## src/rtl/led_chase_monitor.sv

```systemverilog
// Receive-side checker for the one-hot LED bounce pattern: synchronizes the bus,
// tracks the lit position and direction, and flags illegal steps and stalls.
module led_chase_monitor #(
    parameter int W         = 8,
    parameter int TIMEOUT_W = 21,
    localparam int PW       = ($clog2(W) < 1) ? 1 : $clog2(W)
) (
    input  logic          iCLK,
    input  logic          iRST_N,
    input  logic [W-1:0]  iLED,
    input  logic          iCLR,
    output logic [PW-1:0] oPOS,
    output logic          oDIR,
    output logic          oVALID,
    output logic          oSTEP,
    output logic          oERR,
    output logic          oSTALL,
    output logic [7:0]    oBOUNCES
);

    localparam logic [1:0] SEARCH = 2'd0;
    localparam logic [1:0] LOCK1  = 2'd1;
    localparam logic [1:0] TRACK  = 2'd2;

    localparam logic [W-1:0]  LED_ONE  = W'(1);
    localparam logic [PW:0]   WIDE_ONE = (PW + 1)'(1);
    localparam logic [PW-1:0] POS_ONE  = PW'(1);
    localparam logic [PW-1:0] POS_LAST = PW'(W - 1);
    localparam logic [PW-1:0] POS_PEN  = PW'(W - 2);

    function automatic logic isOneHot(input logic [W-1:0] v);
        return (v != '0) && ((v & (v - LED_ONE)) == '0);
    endfunction

    function automatic logic [PW-1:0] oneHotIdx(input logic [W-1:0] v);
        logic [PW-1:0] idx;
        idx = '0;
        for (int i = 0; i < W; i++) begin
            if (v[i]) idx = PW'(i);
        end
        return idx;
    endfunction

    function automatic logic [7:0] satInc8(input logic [7:0] v);
        return (v == 8'hFF) ? v : v + 8'd1;
    endfunction

    function automatic logic [TIMEOUT_W-1:0] satIncCnt(input logic [TIMEOUT_W-1:0] v);
        return (v == '1) ? v : v + TIMEOUT_W'(1);
    endfunction

    logic [W-1:0]          ledSync1, ledSync2, ledPrev;
    logic [1:0]            state, stateNext;
    logic [PW-1:0]         posNext, expPos, ledIdx;
    logic                  dirNext, stepNext, errEvt, bounceEvt, expRev;
    logic                  change, ledHot, adjacent;
    logic                  errNext;
    logic [7:0]            bouncesBase, bouncesNext;
    logic [TIMEOUT_W-1:0]  stallCnt, stallCntNext;

    // Decode of the synchronized bus and the position the bounce should visit next
    always_comb begin
        change   = (ledSync2 != ledPrev);
        ledHot   = isOneHot(ledSync2);
        ledIdx   = oneHotIdx(ledSync2);
        adjacent = ({1'b0, ledIdx} == {1'b0, oPOS} + WIDE_ONE) ||
                   ({1'b0, ledIdx} + WIDE_ONE == {1'b0, oPOS});
        expRev   = 1'b0;
        if (oDIR) begin
            if (oPOS == '0) begin
                expPos = POS_ONE;
                expRev = 1'b1;
            end else begin
                expPos = oPOS - POS_ONE;
            end
        end else begin
            if (oPOS == POS_LAST) begin
                expPos = POS_PEN;
                expRev = 1'b1;
            end else begin
                expPos = oPOS + POS_ONE;
            end
        end
    end

    always_comb begin
        stateNext = state;
        posNext   = oPOS;
        dirNext   = oDIR;
        stepNext  = 1'b0;
        errEvt    = 1'b0;
        bounceEvt = 1'b0;
        if (change) begin
            case (state)
                SEARCH: begin
                    if (ledHot) begin
                        stateNext = LOCK1;
                        posNext   = ledIdx;
                    end
                end
                LOCK1: begin
                    if (ledHot && adjacent) begin
                        stateNext = TRACK;
                        posNext   = ledIdx;
                        dirNext   = (ledIdx < oPOS);
                        stepNext  = 1'b1;
                    end else if (ledHot) begin
                        errEvt    = 1'b1;
                        posNext   = ledIdx;
                    end else begin
                        errEvt    = 1'b1;
                        stateNext = SEARCH;
                    end
                end
                TRACK: begin
                    if (ledHot && (ledIdx == expPos)) begin
                        posNext   = ledIdx;
                        stepNext  = 1'b1;
                        if (expRev) begin
                            bounceEvt = 1'b1;
                            dirNext   = ~oDIR;
                        end
                    end else if (ledHot) begin
                        errEvt    = 1'b1;
                        stateNext = LOCK1;
                        posNext   = ledIdx;
                    end else begin
                        errEvt    = 1'b1;
                        stateNext = SEARCH;
                    end
                end
                default: stateNext = SEARCH;
            endcase
        end
        if (stateNext != TRACK) dirNext = 1'b0;
    end

    // Clear is applied before the same-cycle event so that the event survives it
    always_comb begin
        errNext     = (iCLR ? 1'b0 : oERR) | errEvt;
        bouncesBase = iCLR ? 8'd0 : oBOUNCES;
        bouncesNext = bounceEvt ? satInc8(bouncesBase) : bouncesBase;
        if ((state == SEARCH) || change || iCLR) begin
            stallCntNext = '0;
        end else begin
            stallCntNext = satIncCnt(stallCnt);
        end
    end

    always_ff @(posedge iCLK or negedge iRST_N) begin
        if (!iRST_N) begin
            ledSync1 <= '0;
            ledSync2 <= '0;
            ledPrev  <= '0;
            state    <= SEARCH;
            stallCnt <= '0;
            oPOS     <= '0;
            oDIR     <= 1'b0;
            oVALID   <= 1'b0;
            oSTEP    <= 1'b0;
            oERR     <= 1'b0;
            oSTALL   <= 1'b0;
            oBOUNCES <= 8'd0;
        end else begin
            ledSync1 <= iLED;
            ledSync2 <= ledSync1;
            ledPrev  <= ledSync2;
            state    <= stateNext;
            stallCnt <= stallCntNext;
            oPOS     <= posNext;
            oDIR     <= dirNext;
            oVALID   <= (stateNext != SEARCH);
            oSTEP    <= stepNext;
            oERR     <= errNext;
            oSTALL   <= (stallCntNext == '1);
            oBOUNCES <= bouncesNext;
        end
    end

endmodule

```

## config.mk

```make
export PLATFORM = sky130hd
export DESIGN_NAME = led_chase_monitor
export DESIGN_NICKNAME = d
export VERILOG_FILES = /design/src/rtl/led_chase_monitor.sv
export SDC_FILE = /design/constraint.sdc
export NUM_CORES = 1
export LEC_CHECK = 0
export ABC_AREA = 0
export BUFFER_PORTS_ARGS = -buffer_cell sky130_fd_sc_hd__buf_4
export CORE_ASPECT_RATIO = 1.75
export CORE_MARGIN = 2
export CORE_UTILIZATION = 45
export DETAILED_ROUTE_END_ITERATION = 12
export MAX_ROUTING_LAYER = met4
export PLACE_DENSITY = 0.65
export SETUP_SLACK_MARGIN = 0.05
export SLEW_MARGIN = 5
export SYNTH_ARGS = -nofsm -noshare
export SYNTH_HDL_FRONTEND = slang
export SYNTH_SLANG_ARGS = --single-unit
```

## constraint.sdc

```tcl
create_clock -name iCLK -period 3 [get_ports iCLK]
set_input_delay 0.6 -clock iCLK [delete_from_list [all_inputs] [get_ports iCLK]]
set_output_delay 0.6 -clock iCLK [all_outputs]
set_load 0.03 [all_outputs]
```

== After elaboration in Yosys (flattened, before gate mapping) ==
Cells that the tools add are included.

* Latch bits: 0
* Memories: 0
* Register bits: 63
* Memory bits (read-only): 0
* RAM bits: 0
* Output and inout port bits: 16

* $add $sub $neg: 7
* Bitwise logic cells: 3
* Equality and inequality tests: 14
* Muxes and demuxes: 48
* Shifts and indexed selects: 0
* $lt $le $gt $ge: 1
* Reduce and logical (&&, ||, !) cells: 16
* Divide/modulo/power cells: 0
* $mul: 0

{| class="wikitable"
|+ Operators by type and width
! kind !! number
|-
| $eq A21 B21 Y1 const B || 2
|-
| $mux W21 || 2
|-
| $mux W3 || 11
|-
| $mux W8 || 3
|-
| $add A21 B1 Y21 const B || 1
|-
| $mux W1 || 21
|-
| $mux W2 || 6
|-
| $ne A3 B3 Y1 const B || 3
|-
| $pmux W3 S3 || 1
|-
| $add A3 B1 Y4 const B || 2
|-
| $add A8 B1 Y8 const B || 1
|-
| $and A8 B8 Y8 || 1
|-
| $eq A8 B8 Y1 const B || 1
|-
| $logic_not A8 Y1 || 1
|-
| $ne A8 B8 Y1 || 1
|-
| $reduce_bool A8 Y1 || 1
|-
| $sub A8 B1 Y8 const B || 1
|-
| $pmux W1 S2 || 3
|-
| $pmux W2 S3 || 1
|-
| $reduce_bool A3 Y1 || 2
|-
| $reduce_and A5 Y1 || 1
|-
| $eq A3 B4 Y1 || 1
|-
| $eq A4 B3 Y1 || 1
|-
| $reduce_bool A2 Y1 || 2
|-
| 15 further kinds || 19
|}

== Logic depth before layout (Yosys ltp) ==
Gate-level depths: netlist of run 1.

* Depth after elaboration: 17
* Mapped depth: 12

== Worst setup path after synthesis of run 1 ==
No wires, ideal clock.

* Path type: reg2reg
* Start point: register oPOS[0]
* End point: register oBOUNCES[7]
* Stages on the path, launching flop included: 10
* Data arrival time: 2.468 ns
* Period minus slack after synthesis: 2.592 ns
* Setup slack: 0.408 ns
* Library setup time: 0.124 ns
* Cell sequence: dfrtp_1 -> ha_1 -> ha_1 -> nor2b_1 -> o21ai_0 -> a21oi_1 -> nand4b_2 -> nor4_4 -> a41oi_1 -> a211o_1

* Longest elaborated chain between the ends: 9
* Elaborated cells between the ends (all ways): 17
* Those cells by class: add/sub: 2; eq/ne: 2; mux: 11; reduce/logical: 2

{| class="wikitable"
|+ Ends and longest elaborated chain
! item !! line !! source
|-
| from (decl) || 12 || <nowiki>output logic [PW-1:0] oPOS,</nowiki>
|-
| from (signal assigned) || 170 || <nowiki>oPOS <= posNext;</nowiki>
|-
| $add A3 B1 Y3, or another cell as far along || 81 || <nowiki>expPos = oPOS + POS_ONE;</nowiki>
|-
| $mux W3, on equally long branches || 77, 70 ||
|-
| $mux W3 || 69 || <nowiki>if (oDIR) begin</nowiki>
|-
| $eq A3 B3 Y1 || 116 || <nowiki>if (ledHot && (ledIdx == expPos)) begin</nowiki>
|-
| $logic_and A1 B1 Y1 || 116 ||
|-
| $mux W1 * || 116 ||
|-
| $mux W1 * || 94 || <nowiki>case (state)</nowiki>
|-
| $mux W1 * || 93 || <nowiki>if (change) begin</nowiki>
|-
| $mux W8 * || 142 || <nowiki>bouncesNext = bounceEvt ? satInc8(bouncesBase) : bouncesBase;</nowiki>
|-
| named net bouncesNext[7] || 58 || <nowiki>logic [7:0] bouncesBase, bouncesNext;</nowiki>
|-
| to (signal assigned) || 176 || <nowiki>oBOUNCES <= bouncesNext;</nowiki>
|-
| to (decl) || 18 || <nowiki>output logic [7:0] oBOUNCES</nowiki>
|}

Mark *: on every way through the listed nets, which the timed path passes. The rest lies on a longest branch.
A chain may end at the register's enable or synchronous reset.

== Final worst setup path of run 1 ==
Ends and elaborated chain as after synthesis.

==> Implementation_results.wiki, run 1 <==
{| class="wikitable"
! Metric !! Value
|-
| TritonCTS clock tree || built
|-
| Maximum cell stage delay along the critical path || 460 ps
|-
| Largest family of logic cells by synthesized area || simple AND/OR/NAND/NOR gates
|-
| Number of enable-type register cells in the synthesized netlist || 0
|-
| Maximum number of pins on one net before global-route repair || 64
|-
| Most common cell in the synthesized netlist || dfrtp_1
|-
| Area fraction of the dominant cell type after synthesis || 45.9%
|-
| Number of levels the H-tree was split into || 3
|-
| Critical Path Start Type || register
|-
| Slowest cell on the critical path || dfrtp_1
|-
| Final Cycle Share || 90.1%
|-
| Crit-path cells || ha_1 -> ha_1 -> nor2b_1 -> o21ai_0 -> a21oi_1 -> nand4b_2 -> nor4_4 -> a41oi_1 -> a211o_1
|-
| Kind of end point of the critical path || register
|-
| Critical register-to-register path endpoint || oBOUNCES[7]
|-
| Dominant register cell in the synthesized netlist || dfrtp_1
|-
| Worst supply voltage drop on vdd || 0.483 mV
|-
| Max transition margin || 48.8%
|-
| Most frequent cell on the critical path || ha_1
|-
| Vias after detailed routing || 2,579
|-
| Global-route wire length before repair || 11.9 mm
|-
| Total inserted antenna cells || 0
|-
| 1st-pass router iterations || 5
|-
| Sum of overflow across all layers after global routing || 0
|-
| Die extent in x || roughly 70 um
|-
| Fin worst setup slack || 298 ps
|-
| Hold/Removal Path Class || in -> async
|-
| Total core area || roughly 0.0075 mm2
|-
| Layout Utilization || 53.9%
|-
| Antenna violation net count after detailed routing || 0
|-
| Highest clock frequency the design can meet || 370 MHz
|-
| WP buf/inv || 0
|-
| Clock root buffer master || clkbuf_16
|-
| Power per Cell Area || roughly 600 mW/mm2
|-
| Status || completed
|-
| Transition at the pin with the smallest max-transition slack || ~770 ps
|-
| Number of standard-cell rows in the floorplan || 42
|-
| Critical path peak fanout || 8
|-
| Fillcell total || 689
|-
| Routed wirelength normalized by instance count || between 10 and 15 um
|-
| Fraction of layout instances using a drive strength above 1 || approximately 16%
|-
| Endpoints failing hold || 0
|-
| Number of DRC markers after the initial detailed-route iteration || between 150 and 200
|-
| Number of gates resized after cts || 0
|-
| Total CTS buffers || 9
|-
| Worst-skew pair later-pin latency || between 300 and 400 ps
|-
| Reg-to-reg startpoint || oPOS[0]
|-
| Worst slack, placed || 233 ps
|-
| Die area || 0.00838 mm2
|-
| Via count of the first global-routing pass || 2,681
|-
| Layout overhead on the synthesized area || 17.0%
|-
| Overall Global Routing Usage || 18.5%
|-
| Proportion of synthesized chip area in sequential cells || a little under half
|-
| Simple logic cell fraction of the synthesized area || 23.1%
|-
| Net count reported at finish || 401
|-
| Buffers inserted by post-CTS timing repair || 0
|-
| Max-cap violations || 0
|-
| Dominant delay contributor by cell family on the critical path || simple AND/OR/NAND/NOR gates
|-
| Largest cells by area after synthesis || dfrtp_1 46%, ha_1 5.8%, xor2_1 5.6%
|-
| Routed via count divided by cell count || 5.52
|-
| Final weighted congestion of routability-driven global placement || 0.867
|-
| Synthesized flop and latch total || 63
|-
| Count of pins over their slew limit || 0
|-
| Die Y || 120 um
|-
| Reg2Reg Setup Slack || approximately 300 ps
|-
| Post-synthesis mux area share || 1.49%
|-
| YS warnings || 0
|-
| Required time of the critical path || 3210 ps
|-
| Post-Route WL || 6.86 mm
|-
| # DRC || 0
|-
| HPWL reported at the end of detailed placement || slightly below 5 mm
|-
| Clk buf depth || 2
|-
| Depth of the worst register-to-register path || 9
|-
| RSZ-0062 raised after global routing || no
|-
| Share of synthesized registers carrying an async set or reset || 100%
|-
| Count of cell types in the netlist || 57
|-
| Post-Route Setup TNS || 0 ps
|-
| Number of antenna violations at the first check in global routing || 0
|-
| I/O Buffers || 26
|-
| Arrival time of the worst setup path || 2910 ps
|-
| Synth Cell Area || roughly 0.0034 mm2
|-
| Static power due to leakage || about 1.8 nW
|-
| Top cells by instance count after synthesis || 63 x dfrtp_1, 38 x nor2_1, 22 x xor2_1
|-
| Instance count of the mapped netlist || 344
|-
| Per-instance average area after synthesis || 9.99 um2
|-
| WHS || 330 ps
|-
| Biggest area consumer among synthesized cells || dfrtp_1
|-
| Synth Area in Compound Gates || around an eighth
|-
| Type of the worst setup path || reg -> reg
|-
| Post-synthesis xor/xnor area fraction || under 10%
|-
| Total power of the final layout || 2.41 mW
|-
| Final setup violation count || 0
|-
| Total number of clock tree sinks || 63
|-
| Post-Route Skew || 7.96 ps
|-
| Clock-pin slew of the registers on the worst-case setup and hold paths || 50 ps
|-
| Io pins || 27
|-
| Shortest period the worst path allows || 2700 ps
|-
| Initial core utilization || between 40% and 50%
|-
| Number of buffers added to fix hold violations after cts || 0
|-
| Arithmetic-cell share of the synthesized area counting full adders, half adders and majority gates || 5.82%
|-
| Synthesized netlist net count || 371
|}
[metal layers]
metal	vias to the layer above	wire length, um	track usage, %
li1	1277	-	-
met1	1237	2690	19.2
met2	47	3750	31.7
met3	18	185	4.79
met4	0	233	9.98
met5	-	0	-
[layout by cell type, fill, tap and decap left out, drive strengths merged, types with 3 or more instances in the layout]
cell type  instances
xor2              22
nor2              38
or3                3
xnor2             11
nor3               8
a211oi             6
nand4              9
nor4               8
nand3             19
ha                16
a21oi             15
nand2b             8
nor2b             11
a31oi              5
clkinv             5
and2               4
mux2i              4
buf               29
nand2             19
o21ai             13
inv               16
and3               4
dfrtp             63
clkbuf             9
[cell families after synthesis]
family,after synthesis
simple gates,141
flops,63
compound gates,60
xor+xnor,33
buf+inv,26
fa+ha+maj,16
mux,5
[layout make-up]
cell class / count / area, um2 / area share (%)
clock buffers: 9 / 225 / 5.60
multi-input cells: 255 / 1750 / 43.4
repair buffers: 29 / 230 / 5.72
well taps: 88 / 110 / 2.74
inverters: 16 / 60.1 / 1.49
flip-flops and latches: 63 / 1580 / 39.2
clock inverters: 7 / 73.8 / 1.84
[per-stage QoR]
stage	std cells	instance area (um2)
3_5_place_dp	451	3720
5_1_grt	467	4020
2_1_floorplan	344	3440
4_1_cts	467	4020
6_report	467	4020
3_3_place_gp	451	3720
[power by group]
group | switching (mW) | internal (mW) | leakage [nW]
Combinational | 0.262 | 0.183 | 0.830
Clock | 0.374 | 0.643 | 0.145
Sequential | 0.0608 | 0.892 | 0.822
Total | 0.697 | 1.72 | 1.80
[how the worst max path moves through the flow]
| stage | from | endpoint | slack (ps) | cells past startpoint |
|---|---|---|---|---|
| floorplan | oPOS[0] | oBOUNCES[7] | 410 | 9 |
| global placement | oPOS[0] | oBOUNCES[7] | 290 | 9 |
| detailed placement | oPOS[0] | oBOUNCES[7] | 230 | 9 |
| CTS | oPOS[0] | oBOUNCES[7] | 220 | 9 |
| global route | ledSync2[6] | oDIR | 90 | 10 |
| finish | oPOS[0] | oBOUNCES[7] | 300 | 9 |
[registers in the layout, summed over array words and instances, names as in the netlist]
register	cells
oDIR	1
state	2
oVALID	1
oPOS	3
oERR	1
ledPrev	8
oBOUNCES	8
ledSync2	8
stallCnt	21
oSTEP	1
ledSync1	8
oSTALL	1
Note: power is estimated with default switching activity, not from simulation.
==> run 2: changes to the inputs <==
--- a/config.mk
+++ b/config.mk
@@ -7,12 +7,14 @@
 export LEC_CHECK = 0
 export ABC_AREA = 0
 export BUFFER_PORTS_ARGS = -buffer_cell sky130_fd_sc_hd__buf_4
+export CELL_PAD_IN_SITES_DETAIL_PLACEMENT = 0
+export CELL_PAD_IN_SITES_GLOBAL_PLACEMENT = 1
 export CORE_ASPECT_RATIO = 1.75
 export CORE_MARGIN = 2
 export CORE_UTILIZATION = 45
 export DETAILED_ROUTE_END_ITERATION = 12
 export MAX_ROUTING_LAYER = met4
-export PLACE_DENSITY = 0.65
+export PLACE_DENSITY = 0.78
 export SETUP_SLACK_MARGIN = 0.05
 export SLEW_MARGIN = 5
 export SYNTH_ARGS = -nofsm -noshare
==> run 2 against run 1 <==
  * Sequential cell count stayed put
  * Power is 2.3% higher
  * Wire length is 5.8% higher
  * Largest cell class unchanged
  * Sequential power hardly changed
  * Highest routed layer unchanged
  * Cell count is 0.64% higher
  * Die area stayed put
  * Combinational power is 4.9% higher
  * Sequential share of layout area is 0.36 points lower
  * Clock skew is 1.6 ps lower
  * First-iteration DRC count is 22% lower
  * Via count is 0.27% higher
  * Setup slack worse by 9.1 ps
==> Implementation_results.wiki, run 2 (same netlist as run 1, synthesis figures left out) <==
{| class="wikitable"
! Metric !! Value
|-
| Vias after detailed routing || 2,586 (was 2,579)
|-
| Die area || 0.00838 mm2 (unchanged)
|-
| Fraction of layout instances using a drive strength above 1 || 16.8% (was 16.1%)
|-
| Highest clock frequency the design can meet || 369 MHz (was 370 MHz)
|-
| Net count reported at finish || 404 (was 401)
|-
| Crit path to || oBOUNCES[7] (unchanged)
|-
| Status || completed (unchanged)
|-
| Power per Cell Area || 608 mW/mm2 (was 600 mW/mm2)
|-
| Crit-path cells || ha_1 -> ha_1 -> nor3_1 -> a21oi_1 -> xnor2_1 -> nand4b_4 -> nor4_4 -> a41oi_1 -> a211o_1 (was ha_1 -> ha_1 -> nor2b_1 -> o21ai_0 -> a21oi_1 -> nand4b_2 -> nor4_4 -> a41oi_1 -> a211o_1)
|-
| Kind of end point of the critical path || register (unchanged)
|-
| Final weighted congestion of routability-driven global placement || 0.839 (was 0.867)
|-
| Number of standard-cell rows in the floorplan || 42 (unchanged)
|-
| Worst-skew pair later-pin latency || 330 ps (about the same)
|-
| Shortest period the worst path allows || 2710 ps (was 2700 ps)
|-
| Reg power frac || 38.6% (was 39.5%)
|-
| Register with the most flip-flops || stallCnt (unchanged)
|-
| Clock root buffer master || clkbuf_16 (unchanged)
|-
| Dominant delay contributor by cell family on the critical path || simple AND/OR/NAND/NOR gates (unchanged)
|-
| Io pins || 27 (unchanged)
|-
| Switching share of power || 29.8% (was 28.9%)
|-
| RSZ-0062 raised after global routing || no (unchanged)
|-
| Depth of the worst register-to-register path || 9 (unchanged)
|-
| Worst supply voltage drop on vdd || 0.521 mV (was 0.483 mV)
|-
| HPWL reported at the end of detailed placement || 5.23 mm (was 4.94 mm)
|-
| Routed wirelength normalized by instance count || 15.4 um (was 14.7 um)
|-
| Number of buffers added to fix hold violations after cts || 0 (unchanged)
|-
| Total inserted antenna cells || 0 (unchanged)
|-
| Part of the total power dissipated in combinational logic || 18.9% (was 18.4%)
|-
| Final setup violation count || 0 (unchanged)
|-
| Die extent in x || 70.1 um (unchanged)
|-
| Post-Route Skew || 6.32 ps (was 7.96 ps)
|-
| Max transition margin || 46.8% (was 48.8%)
|-
| Most frequent cell on the critical path || ha_1 (unchanged)
|-
| Transition at the pin with the smallest max-transition slack || 799 ps (was 768 ps)
|-
| Most frequent cells in the layout || 63 x dfrtp_1, 38 x nor2_1, 31 x buf_4 (was 63 x dfrtp_1, 38 x nor2_1, 28 x buf_4)
|-
| Type of the worst setup path || reg -> reg (unchanged)
|-
| Reg2Reg Setup Slack || 290 ps (was 300 ps)
|-
| Max reg flops || 21 (unchanged)
|-
| Seq. cell area || 0.00158 mm2 (unchanged)
|-
| Number of DRC markers after the initial detailed-route iteration || 118 (was 151)
|-
| Hold/Removal Path Class || reg -> reg (was in -> async)
|-
| Post-Route Setup TNS || 0 ps (unchanged)
|-
| Critical register-to-register path endpoint || oBOUNCES[7] (unchanged)
|-
| Slowest cell on the critical path || dfrtp_1 (unchanged)
|-
| Clk buf depth || 2 (unchanged)
|-
| Multi-input combinational cell area || 0.00176 mm2 (was 0.00175 mm2)
|-
| Post-Route WL || 7.26 mm (was 6.86 mm)
|-
| Hold_sp || ledSync1[5]
|-
| Fin worst setup slack || 289 ps (was 298 ps)
|-
| Final Cycle Share || 90.4% (was 90.1%)
|-
| Initial core utilization || 46.1% (unchanged)
|-
| Fillcell total || 691 (was 689)
|-
| Static power due to leakage || 1.82 nW (was 1.80 nW)
|-
| Die Y || 120 um (unchanged)
|-
| Critical path peak fanout || 8 (unchanged)
|-
| Critical Path Start || oPOS[0] (unchanged)
|-
| Via count of the first global-routing pass || 2,681 (unchanged)
|-
| Total core area || 0.00746 mm2 (unchanged)
|-
| Worst path depth || 9 (unchanged)
|-
| Reported net switching power || 0.736 mW (was 0.697 mW)
|-
| Clock-pin slew of the registers on the worst-case setup and hold paths || 60 ps (was 50 ps)
|-
| Total CTS buffers || 9 (unchanged)
|-
| WP buf/inv || 0 (unchanged)
|-
| Required time of the critical path || 3220 ps (was 3210 ps)
|-
| Endpoints failing hold || 0 (unchanged)
|-
| # DRC || 0 (unchanged)
|-
| Sum of overflow across all layers after global routing || 0 (unchanged)
|-
| Number of levels the H-tree was split into || 3 (unchanged)
|-
| Routed via count divided by cell count || 5.50 (was 5.52)
|-
| Overall Global Routing Usage || 19.0% (was 18.5%)
|-
| Critical Path Start Type || register (unchanged)
|-
| Share of total power in the clock network || 42.5% (was 42.1%)
|-
| Maximum cell stage delay along the critical path || 460 ps (about the same)
|-
| Number of antenna violations at the first check in global routing || 0 (unchanged)
|-
| Power Internal || 1.73 mW (was 1.72 mW)
|-
| Total power of the final layout || 2.47 mW (was 2.41 mW)
|-
| Max-cap violations || 0 (unchanged)
|-
| Layout overhead on the synthesized area || 18.1% (was 17.0%)
|-
| Antenna violation net count after detailed routing || 0 (unchanged)
|-
| TritonCTS clock tree || built (unchanged)
|-
| Global-route wire length before repair || 12.2 mm (was 11.9 mm)
|-
| Arrival time of the worst setup path || 2930 ps (was 2910 ps)
|-
| WHS || 341 ps (was 330 ps)
|-
| I/O Buffers || 26 (unchanged)
|-
| Reg-to-reg startpoint || oPOS[0] (unchanged)
|-
| 1st-pass router iterations || 4 (was 5)
|-
| Leading cell type in the layout, fill and taps excluded || dfrtp_1 (unchanged)
|-
| Worst slack, placed || 265 ps (was 233 ps)
|-
| Maximum number of pins on one net before global-route repair || 64 (unchanged)
|-
| Total number of clock tree sinks || 63 (unchanged)
|-
| Count of pins over their slew limit || 0 (unchanged)
|}
run 2: cell types whose count changed in the layout (fill, tap and decap cells not counted), sizes merged:
| cell | before | now |
|---|---|---|
| buf | 29 | 32 |
| clkinv | 5 | 1 |
| clkinvlp | 1 | 2 |
| inv | 16 | 19 |
run 2: what timing repair did:
action,in CTS,in global routing
gates resized for setup,0,1
buffers inserted,0,1
endpoints found under the setup margin,0,3
run 2: area by class of cell:
cell class              instances  share of cell area [%]
clock inverters                 7                    1.97
multi-input cells             255                    43.2
flip-flops and latches         63                    38.8
repair buffers                 32                    6.22
well taps                      88                    2.71
inverters                      16                    1.48
clock buffers                   9                    5.55
run 2: per-layer routing:
metal  share of wire (%)  up-vias  track usage, %
met5                   0        -               -
met1                  38     1250            19.0
li1                    -     1281               -
met2                  57       42            35.1
met4                 2.4        0            8.05
met3                 2.7       13            4.03
run 2: power groups by stage:
| stage | Clock [mW] | Sequential, mW | Combinational, mW |
|---|---|---|---|
| 2_1_floorplan | 0 | 0.994 | 0.282 |
| 3_5_place_dp | 0 | 0.967 | 0.456 |
| 4_1_cts | 1.08 | 0.952 | 0.459 |
| 6_report | 1.05 | 0.953 | 0.467 |
| 3_3_place_gp | 0 | 0.966 | 0.453 |
| 5_1_grt | 1.12 | 0.961 | 0.516 |
run 2: worst register-to-register path, delay by kind of cell (launching register included):
kind	cells	cell delay, ps
flops	1	460
xor+xnor	1	270
fa+ha+maj	2	460
compound gates	3	570
simple gates	3	850
run 2: worst min-delay path by stage:
stage	slack [ps]	to	depth (start not counted)
after floorplan	300	ledPrev[0]	0
after global placement	330	ledSync2[7]	0
after detailed placement	330	ledSync2[1]	0
after CTS	340	ledSync2[5]	0
after global routing	350	ledSync2[2]	0
final	340	ledSync2[5]	0
run 2: metrics by stage:
| step | utilization [%] | instance area (um2) | cells |
|---|---|---|---|
| 6_report | 54.4 | 4060 | 470 |
| 5_1_grt | 54.4 | 4060 | 470 |
| 3_3_place_gp | 50.1 | 3740 | 453 |
| 2_1_floorplan | - | 3440 | 344 |
| 4_1_cts | 54.2 | 4040 | 469 |
| 3_5_place_dp | 50.1 | 3740 | 453 |
==> run 3: changes to the inputs <==
--- a/config.mk
+++ b/config.mk
@@ -10,11 +10,10 @@
 export CELL_PAD_IN_SITES_DETAIL_PLACEMENT = 0
 export CELL_PAD_IN_SITES_GLOBAL_PLACEMENT = 1
 export CORE_ASPECT_RATIO = 1.75
-export CORE_MARGIN = 2
-export CORE_UTILIZATION = 45
+export CORE_UTILIZATION = 35
 export DETAILED_ROUTE_END_ITERATION = 12
 export MAX_ROUTING_LAYER = met4
-export PLACE_DENSITY = 0.78
+export PLACE_DENSITY = 0.64
 export SETUP_SLACK_MARGIN = 0.05
 export SLEW_MARGIN = 5
 export SYNTH_ARGS = -nofsm -noshare
==> run 3 against run 2 <==
  * Largest cell class unchanged
  * Worst hold slack better by 1.4 ps
  * Via count is 2.1% higher
  * Clock power is 9.5% lower
  * Critical endpoint unchanged
  * Highest routed layer unchanged
  * Global-route usage is 2.3 points lower
  * Maximum frequency is 1.8% lower
==> Implementation_results.wiki, run 3 (same netlist as run 1, synthesis figures left out) <==
{| class="wikitable"
! Metric !! Value
|-
| Status || completed (unchanged)
|-
| Final setup violation count || 0 (unchanged)
|-
| Clock root buffer master || clkbuf_16 (unchanged)
|-
| # DRC || 0 (unchanged)
|-
| Switching share of power || 29.9% (was 29.8%)
|-
| Critical path peak fanout || 8 (unchanged)
|-
| I/O Buffers || 26 (unchanged)
|-
| Fraction of met2 tracks used by global routing || 29.8% (was 35.1%)
|-
| Clk buf depth || 2 (unchanged)
|-
| Net count reported at finish || 410 (was 404)
|-
| Cell area after placement || 0.00381 mm2 (was 0.00374 mm2)
|-
| Final weighted congestion of routability-driven global placement || 0.812 (was 0.839)
|-
| Clock-pin slew of the registers on the worst-case setup and hold paths || 60 ps (about the same)
|-
| Post-Route Skew || 8.57 ps (was 6.32 ps)
|-
| Fin worst setup slack || 238 ps (was 289 ps)
|-
| Number of levels the H-tree was split into || 3 (unchanged)
|-
| Routed via count divided by cell count || 5.18 (was 5.50)
|-
| Non-Filler Instances || 510 (was 470)
|-
| Maximum number of pins on one net before global-route repair || 64 (unchanged)
|-
| Share of total power in the clock network || 40.1% (was 42.5%)
|-
| Die area || 0.0102 mm2 (was 0.00838 mm2)
|-
| Total inserted antenna cells || 0 (unchanged)
|-
| Depth of the worst register-to-register path || 9 (unchanged)
|-
| Shortest period the worst path allows || 2760 ps (was 2710 ps)
|-
| Routed wirelength normalized by instance count || 14.8 um (was 15.4 um)
|-
| Total number of clock tree sinks || 63 (unchanged)
|-
| Endpoints failing hold || 0 (unchanged)
|-
| Met3 usage in global routing || 3.56% (was 4.03%)
|-
| Number of standard-cell rows in the floorplan || 47 (was 42)
|-
| Most frequent cells in the layout || 63 x dfrtp_1, 38 x nor2_1, 38 x buf_4 (was 63 x dfrtp_1, 38 x nor2_1, 31 x buf_4)
|-
| Max-cap violations || 0 (unchanged)
|-
| Post-Route Setup TNS || 0 ps (unchanged)
|-
| Number of buffers added to fix hold violations after cts || 0 (unchanged)
|-
| Die extent in x || 76.9 um (was 70.1 um)
|-
| Critical Path Start Type || register (unchanged)
|-
| Power per Cell Area || 577 mW/mm2 (was 608 mW/mm2)
|-
| Arrival time of the worst setup path || 2980 ps (was 2930 ps)
|-
| Die Y || 133 um (was 120 um)
|-
| Total CTS buffers || 9 (unchanged)
|-
| Vias after detailed routing || 2,641 (was 2,586)
|-
| Max reg flops || 21 (unchanged)
|-
| Total power of the final layout || 2.37 mW (was 2.47 mW)
|-
| Global-route wire length before repair || 12.9 mm (was 12.2 mm)
|-
| Total core area || 0.00953 mm2 (was 0.00746 mm2)
|-
| Part of the total power dissipated in combinational logic || 19.7% (was 18.9%)
|-
| RSZ-0062 raised after global routing || no (unchanged)
|-
| Fraction of layout instances using a drive strength above 1 || 17.8% (was 16.8%)
|-
| Reg2Reg Setup Slack || 240 ps (was 290 ps)
|-
| Type of the worst setup path || reg -> reg (unchanged)
|-
| Worst supply voltage drop on vdd || 0.267 mV (was 0.521 mV)
|-
| Number of DRC markers after the initial detailed-route iteration || 79 (was 118)
|-
| Power Internal || 1.66 mW (was 1.73 mW)
|-
| Static power due to leakage || 1.84 nW (was 1.82 nW)
|-
| Reported net switching power || 0.708 mW (was 0.736 mW)
|-
| Final Cycle Share || 92.1% (was 90.4%)
|-
| Post-Route WL || 7.53 mm (was 7.26 mm)
|-
| Number of antenna violations at the first check in global routing || 0 (unchanged)
|-
| Leading cell type in the layout, fill and taps excluded || dfrtp_1 (unchanged)
|-
| Worst slack, placed || 221 ps (was 265 ps)
|-
| Highest clock frequency the design can meet || 362 MHz (was 369 MHz)
|-
| Reg power frac || 40.2% (was 38.6%)
|-
| Transition at the pin with the smallest max-transition slack || 806 ps (was 799 ps)
|-
| Layer with the highest usage || met2 (unchanged)
|-
| Overall Global Routing Usage || 16.7% (was 19.0%)
|-
| HPWL reported at the end of detailed placement || 5.52 mm (was 5.23 mm)
|-
| Max transition margin || 46.3% (was 46.8%)
|-
| Initial core utilization || 36.1% (was 46.1%)
|-
| Register with the most flip-flops || stallCnt (unchanged)
|-
| Layout Utilization || 43.1% (was 54.4%)
|-
| Antenna violation net count after detailed routing || 0 (unchanged)
|-
| Sum of overflow across all layers after global routing || 0 (unchanged)
|-
| Required time of the critical path || 3210 ps (was 3220 ps)
|-
| Layout overhead on the synthesized area || 19.5% (was 18.1%)
|-
| Met1 track demand over resource in global routing || 16.9% (was 19.0%)
|-
| WHS || 343 ps (was 341 ps)
|-
| Count of pins over their slew limit || 0 (unchanged)
|-
| Hold/Removal Path Class || in -> async (was reg -> reg)
|-
| TritonCTS clock tree || built (unchanged)
|-
| Design area || 0.00411 mm2 (was 0.00406 mm2)
|-
| Io pins || 27 (unchanged)
|-
| Worst-skew pair later-pin latency || 330 ps (about the same)
|-
| Placed Instances || 493 (was 453)
|-
| Kind of end point of the critical path || register (unchanged)
|-
| Via count of the first global-routing pass || 2,774 (was 2,681)
|-
| 1st-pass router iterations || 4 (unchanged)
|}
run 3: critical path, cell delays in order (launching register included):
cell      delay (ps)
dfrtp_1          460
ha_1             260
ha_1             190
nor3_1           200
a21oi_1           80
xnor2_1          300
nand4b_4         230
nor4_4           450
a41oi_1          170
a211o_1          280
run 3: power groups by stage:
stage               clock network, mW  registers, mW  logic, mW
floorplan                           0          0.994      0.282
global placement                    0          0.966      0.452
detailed placement                  0          0.967      0.456
CTS                             0.988          0.953      0.459
global route                     1.01          0.962      0.522
finish                          0.950          0.952      0.466
run 3: per-layer routing:
| layer | vias up | routed length [um] |
|---|---|---|
| li1 | 1288 | - |
| met1 | 1291 | 2960 |
| met2 | 50 | 4140 |
| met3 | 12 | 213 |
| met4 | 0 | 221 |
| met5 | - | 0 |
run 3: worst paths after layout:
path / from / endpoint
setup / recovery: oPOS[0] / oBOUNCES[7]
hold / removal: iRST_N / oPOS[2]
setup reg to reg: oPOS[0] / oBOUNCES[7]
hold reg to reg: ledSync1[5] / ledSync2[5]
max in group asynchronous: iRST_N / oBOUNCES[0]
min in group iCLK: ledSync1[5] / ledSync2[5]
run 3: final cells by class:
cell class              instances  area (um2)
clock inverters                 5        33.8
fillers                       946        5420
well taps                     122         153
multi-input cells             255        1760
repair buffers                 38         285
clock buffers                  11         243
inverters                      16        60.1
flip-flops and latches         63        1580
run 3: timing repair:
action | in CTS | in global routing
resized for setup | 0 | 1
setup endpoints to repair | 0 | 2
buffers inserted | 0 | 1
